### config.mk
export PLATFORM = sky130hd
export DESIGN_NAME = seq_alu
export DESIGN_NICKNAME = d
export VERILOG_FILES = /design/src/rtl/seq_alu.sv
export SDC_FILE = /design/constraint.sdc
export NUM_CORES = 1
export LEC_CHECK = 0
export BUFFER_PORTS_ARGS = -buffer_cell sky130_fd_sc_hd__buf_2
export CAP_MARGIN = 15
export CORE_UTILIZATION = 65
export CTS_CLUSTER_SIZE = 8
export DETAILED_ROUTE_END_ITERATION = 7
export PLACE_DENSITY = 0.89
export SYNTH_ARGS = -nofsm -noshare
export SYNTH_HDL_FRONTEND = slang
export SYNTH_SLANG_ARGS = --single-unit
### constraint.sdc
create_clock -name clk -period 8.3 [get_ports clk]
set_input_delay 0.83 -clock clk [delete_from_list [all_inputs] [get_ports clk]]
set_output_delay 0.83 -clock clk [all_outputs]
set_load 0.02 [all_outputs]
### src/rtl/seq_alu.sv
// seq_alu: multi-cycle ALU with a start/busy/done handshake.
//
// Six operations on WIDTH-bit unsigned operands. Add, subtract and xor complete in one
// cycle. Multiply uses a shift-add loop and divide/modulo use a restoring loop. Each loop
// resolves one bit per cycle, so no wide multiplier or divider sits in a single cycle.
//
// Build option: define SEQ_ALU_FAST_MUL_EN to compute multiply with a one-cycle
// combinational multiplier. In that build the MUL state does not exist.
//
// Ports:
//   clk      rising-edge clock
//   rst      synchronous, active-high reset
//   start    request, sampled only in IDLE; alu_op/in1/in2 are captured with it
//   alu_op   1 add, 2 sub, 3 mul, 4 div, 5 mod, 6 xor, 0/7 no-op (result = in2 OP in1)
//   alu_out  registered result
//   z        result MSB set or result zero
//   dbz      divide-by-zero flag of the last completed non-no-op
//   busy     iterative operation in progress
//   done     one-cycle pulse when alu_out/z/dbz are updated
module seq_alu #(
  parameter int unsigned WIDTH = 16
) (
  input  logic             clk,
  input  logic             rst,
  input  logic             start,
  input  logic [2:0]       alu_op,
  input  logic [WIDTH-1:0] in1,
  input  logic [WIDTH-1:0] in2,
  output logic [WIDTH-1:0] alu_out,
  output logic             z,
  output logic             dbz,
  output logic             busy,
  output logic             done
);

  localparam int unsigned CntW = $clog2(WIDTH);
  localparam logic [CntW-1:0] CntLast = CntW'(WIDTH - 1);

  localparam logic [2:0] OpAdd = 3'd1;
  localparam logic [2:0] OpSub = 3'd2;
  localparam logic [2:0] OpMul = 3'd3;
  localparam logic [2:0] OpDiv = 3'd4;
  localparam logic [2:0] OpMod = 3'd5;
  localparam logic [2:0] OpXor = 3'd6;

`ifdef SEQ_ALU_FAST_MUL_EN
  typedef enum logic [1:0] {StIdle, StDiv, StDone} state_e;
`else
  typedef enum logic [1:0] {StIdle, StMul, StDiv, StDone} state_e;
`endif

  state_e           state_q, state_d;
  logic [2:0]       op_q, op_d;
  // opa: in1 (multiplier shifting right, or divisor).
  // opb: in2 (multiplicand shifting left, or dividend shifting out / quotient shifting in).
  // acc: partial product or partial remainder.
  logic [WIDTH-1:0] opa_q, opa_d;
  logic [WIDTH-1:0] opb_q, opb_d;
  logic [WIDTH-1:0] acc_q, acc_d;
  logic [CntW-1:0]  cnt_q, cnt_d;
  logic [WIDTH-1:0] alu_out_q, alu_out_d;
  logic             z_q, z_d;
  logic             dbz_q, dbz_d;

  // Shared next-result path: any state that finishes an op sets upd.
  logic             upd;
  logic [WIDTH-1:0] res;
  logic             res_dbz;

  // Restoring-division step.
  logic [WIDTH:0]   rem_shift;
  logic [WIDTH:0]   rem_diff;
  logic             q_bit;
  logic [WIDTH-1:0] rem_next;
  logic [WIDTH-1:0] quo_next;

`ifndef SEQ_ALU_FAST_MUL_EN
  logic [WIDTH-1:0] mul_sum;
`endif

  always_comb begin
    rem_shift = {acc_q, opb_q[WIDTH-1]};
    rem_diff  = rem_shift - {1'b0, opa_q};
    // No borrow out of the subtraction means the divisor fits: keep the difference.
    q_bit     = ~rem_diff[WIDTH];
    rem_next  = q_bit ? rem_diff[WIDTH-1:0] : rem_shift[WIDTH-1:0];
    quo_next  = {opb_q[WIDTH-2:0], q_bit};
`ifndef SEQ_ALU_FAST_MUL_EN
    mul_sum   = acc_q + (opb_q & {WIDTH{opa_q[0]}});
`endif
  end

  always_comb begin
    state_d   = state_q;
    op_d      = op_q;
    opa_d     = opa_q;
    opb_d     = opb_q;
    acc_d     = acc_q;
    cnt_d     = cnt_q;
    alu_out_d = alu_out_q;
    z_d       = z_q;
    dbz_d     = dbz_q;
    upd       = 1'b0;
    res       = '0;
    res_dbz   = 1'b0;

    case (state_q)
      StIdle: begin
        if (start) begin
          op_d  = alu_op;
          opa_d = in1;
          opb_d = in2;
          acc_d = '0;
          cnt_d = '0;
          case (alu_op)
            OpAdd: begin
              res     = in2 + in1;
              upd     = 1'b1;
              state_d = StDone;
            end
            OpSub: begin
              res     = in2 - in1;
              upd     = 1'b1;
              state_d = StDone;
            end
            OpXor: begin
              res     = in2 ^ in1;
              upd     = 1'b1;
              state_d = StDone;
            end
            OpMul: begin
`ifdef SEQ_ALU_FAST_MUL_EN
              res     = in2 * in1;
              upd     = 1'b1;
              state_d = StDone;
`else
              state_d = StMul;
`endif
            end
            OpDiv, OpMod: begin
              if (in1 == '0) begin
                res     = (alu_op == OpDiv) ? '1 : in2;
                res_dbz = 1'b1;
                upd     = 1'b1;
                state_d = StDone;
              end else begin
                state_d = StDiv;
              end
            end
            // No-op: pulse done without touching the result registers.
            default: state_d = StDone;
          endcase
        end
      end

`ifndef SEQ_ALU_FAST_MUL_EN
      StMul: begin
        acc_d = mul_sum;
        opb_d = opb_q << 1;
        opa_d = opa_q >> 1;
        cnt_d = cnt_q + 1'b1;
        if (cnt_q == CntLast) begin
          res     = mul_sum;
          upd     = 1'b1;
          state_d = StDone;
        end
      end
`endif

      StDiv: begin
        acc_d = rem_next;
        opb_d = quo_next;
        cnt_d = cnt_q + 1'b1;
        if (cnt_q == CntLast) begin
          res     = (op_q == OpMod) ? rem_next : quo_next;
          upd     = 1'b1;
          state_d = StDone;
        end
      end

      StDone:  state_d = StIdle;
      default: state_d = StIdle;
    endcase

    if (upd) begin
      alu_out_d = res;
      z_d       = res[WIDTH-1] | ~|res;
      dbz_d     = res_dbz;
    end
  end

  always_ff @(posedge clk) begin
    if (rst) begin
      state_q   <= StIdle;
      op_q      <= '0;
      opa_q     <= '0;
      opb_q     <= '0;
      acc_q     <= '0;
      cnt_q     <= '0;
      alu_out_q <= '0;
      z_q       <= 1'b0;
      dbz_q     <= 1'b0;
    end else begin
      state_q   <= state_d;
      op_q      <= op_d;
      opa_q     <= opa_d;
      opb_q     <= opb_d;
      acc_q     <= acc_d;
      cnt_q     <= cnt_d;
      alu_out_q <= alu_out_d;
      z_q       <= z_d;
      dbz_q     <= dbz_d;
    end
  end

  assign alu_out = alu_out_q;
  assign z       = z_q;
  assign dbz     = dbz_q;
  assign done    = (state_q == StDone);
`ifdef SEQ_ALU_FAST_MUL_EN
  assign busy    = (state_q == StDiv);
`else
  assign busy    = (state_q == StMul) || (state_q == StDiv);
`endif

endmodule

==> summary.md <==
| Metric | Value |
|---|---|
| Pwr/cell area | `242 nW/um^2` |
| Fin crit share | `55.7%` |
| Dominant cell type by area after synthesis | `dfxtp_1` |
| RR Startpoint | `opa_q[0]` |
| Worst setup path category | `reg -> reg` |
| Top Ports | `58` |
| Placer Congestion | `0.989` |
| First-pass DRT Iterations | `8` |
| CP Data Required Time | `8.58 ns` |
| Largest net degree at the start of global routing | `73` |
| Row Count | `38` |
| Outcome | `complete, no violations` |
| Worst R2R End | `z` |
| Peak supply drop | `255 uV` |
| Starting density of the core | `67.0%` |
| Hold-critical path depth | `2` |
| RSZ-0062 raised after global routing | `no` |
| Final Util | `71.8%` |
| Post-CTS sizing | `0` |
| Place WS | `3.53 ns` |
| Syn-to-layout area delta | `7.24%` |
| CP max FO | `26` |
| # DRC | `0` |
| Critical Path Source | `opa_q[0]` |
| Largest cells by area after synthesis | `dfxtp_1 21%, ha_1 9.5%, nor2_1 6.7%, a21oi_1 4.7%, a211oi_1 3.6%` |
| Post-synth top area share | `20.7%` |
| Setup Buffers After CTS | `0` |
| DP Area | `7560 um^2` |
| Port buffer count | `57` |
| Worst setup EP type | `flip-flop` |
| Crit-path max cell delay | `0.66 ns` |
| Post-synthesis net count | `1060` |
| # nets final | `1084` |
| First-pass GRT wire length | `36500 um` |
| Number of global-route vias before repair | `6894` |
| Asr flop ratio synth | `0%` |
| Post-Syn Area | `7260 um^2` |
| Die width | `108 um` |
| Distinct cells, synth | `77` |
| Tmin final | `4.62 ns` |
| ANT cells | `0` |
| Clk Latency, worst-skew pair | `0.38 ns` |
| All-Layer GR Usage | `40.7%` |
| # setup viols final | `0` |
| H-tree levels | `3` |
| Relative slew slack | `19.4%` |
| Routed wire length | `23000 um` |
| Initial antenna violation count | `0` |
| Skew final | `0.0140 ns` |
| Most common cell after layout, fill and taps aside | `nor2_1` |
| Die area | `11600 um^2` |
| Least-Margin Pin Slew | `1.20 ns` |
| CP endpoint | `z` |
| Number of synthesized flops with an enable pin | `0` |
| Worst-path clk slew | `0.10 ns` |
| Final Cell Area | `7790 um^2` |
| CTS tree | `built` |
| Worst-path cell chain | `ha_1 -> inv_1 -> fa_1 -> a211o_1 -> a211oi_4 -> nor3_1 -> nor4_4 -> buf_4 -> mux2i_1 -> nor4_1 -> a211oi_1 -> nand4_1 -> o41ai_2` |
| Initial DRC Count | `1073` |
| Clock sink count | `75` |
| Max-Cap Viols | `0` |
| Syn. warnings | `0` |
| Total number of vias | `7735` |
| Layout cells sized above 1 | `10.9%` |
| Fill cells | `927` |
| DP HPWL | `17300 um` |
| R2R Setup Slk | `3.68 ns` |
| Final setup margin | `3.68 ns` |
| Hold buffers post-CTS | `0` |
| Die height | `108 um` |
| Post-synthesis sequential area ratio | `20.7%` |
| Via/cell ratio | `6.83` |
| Crit path launch type | `flip-flop` |
| Lkg Pwr | `3.20 nW` |
| Ys flop type | `dfxtp_1` |
| Cells after Synth | `964` |
| Total core area | `10800 um^2` |
| Worst R2R Path Depth | `13` |
| Final Total Pwr | `1.89 mW` |
| Class of the worst hold path | `reg -> reg` |
| TNS Setup | `0 ns` |
| WL/cell | `20.3 um` |
| Critical Path Slowest Stage Cell | `dfxtp_1` |
| Max Transition Viols Final | `0` |
| Clock root buffer | `clkbuf_8` |
| Fin. Hold Viols | `0` |
| Yosys reg bits | `75` |
| Fmax | `216 MHz` |
| Antenna Nets Post-Route | `0` |
| Crit path DAT | `4.90 ns` |
| Maximum clock path buffer count | `2` |
| Total grt overflow | `0` |
| Total CTS buffers | `9` |
| Syn_area_per_cell | `7.53 um^2` |
| Most frequent cells in the layout | `130 x nor2_1, 75 x dfxtp_1, 68 x a21oi_1` |
-- flip-flops by register name (all words and copies together), names as in the netlist --
register	cells
acc_q	16
alu_out	16
cnt_q	4
dbz	1
op_q	3
opa_q	16
opb_q	16
state_q	2
z	1
-- critical path: cells and delay by family, from the launching register on --
family | cells | cell delay, ns
muxes | 1 | 0.37
and+or+nand+nor | 4 | 0.61
AOI/OAI and AO/OA | 4 | 1.66
adders and majority gates | 2 | 0.74
buffers and inverters | 2 | 0.46
DFF | 1 | 0.66
-- worst min path at each step --
stage	start	end	slack [ns]
2_1_floorplan	op_q[1]	op_q[1]	0.44
3_3_place_gp	dbz	dbz	0.44
3_5_place_dp	dbz	dbz	0.45
4_1_cts	alu_out[0]	alu_out[0]	0.46
5_1_grt	alu_out[3]	alu_out[3]	0.48
6_report	alu_out[0]	alu_out[0]	0.46
-- layout make-up --
| type | instances | area, um^2 | area share (%) |
|---|---|---|---|
| flip-flops and latches | 75 | 1500 | 19.3 |
| repair buffers | 64 | 345 | 4.43 |
| well taps | 140 | 175 | 2.25 |
| inverters | 40 | 150 | 1.93 |
| clock buffers | 9 | 124 | 1.59 |
| multi-input cells | 798 | 5410 | 69.5 |
| clock inverters | 7 | 82.6 | 1.06 |
-- cells in the mapped netlist, types with 4 or more instances --
cell / instances
or3_1: 9
o2111ai_1: 5
a211o_1: 7
o31ai_1: 7
clkbuf_1: 40
nor3_1: 19
o21a_1: 10
xnor2_1: 24
o22ai_1: 6
nand4_1: 9
ha_1: 55
xor2_1: 19
or2_2: 5
a221oi_1: 18
mux2i_1: 26
dfxtp_1: 75
nor2_1: 130
o21bai_1: 5
nand2b_1: 15
buf_2: 5
nor4_1: 6
a21o_1: 17
o211ai_1: 8
and3_1: 10
o211a_1: 5
a21oi_1: 68
nor3b_1: 16
nand3b_1: 10
and2_1: 20
inv_1: 40
mux2_2: 9
nand2_1: 63
a211oi_1: 35
a311oi_1: 5
a31oi_1: 16
nand3_1: 15
o21ai_0: 50
nor2b_1: 10
a22oi_1: 13
buf_1: 4
-- metrics by stage --
stage               cells  hold slack, ns
detailed placement   1115           0.447
CTS                  1131           0.460
global placement     1115           0.438
finish               1133           0.459
global route         1133           0.476
floorplan             964           0.440
-- logic make-up after synthesis --
kind of cell	share of synthesized area, %
AND/OR/NAND/NOR	24.2
flip-flops	20.7
multiplexers	5.19
buffers and inverters	4.89
AO/OA/AOI/OAI	29.6
XOR/XNOR	5.19
adder cells (fa/ha/maj)	10.3
-- layer usage --
layer	GRT usage [%]	share of wire, %	up-vias
met3	5.81	11	76
li1	-	-	3628
met5	0	0	-
met4	18.3	4.0	0
met1	55.6	42	3522
met2	63.1	43	509
-- power breakdown --
group | total, mW | switching, mW | internal [mW]
registers | 0.505 | 0.0762 | 0.429
logic | 1.07 | 0.690 | 0.383
clock network | 0.309 | 0.164 | 0.145
total | 1.89 | 0.931 | 0.956
Power figures use the tool's default switching activity.
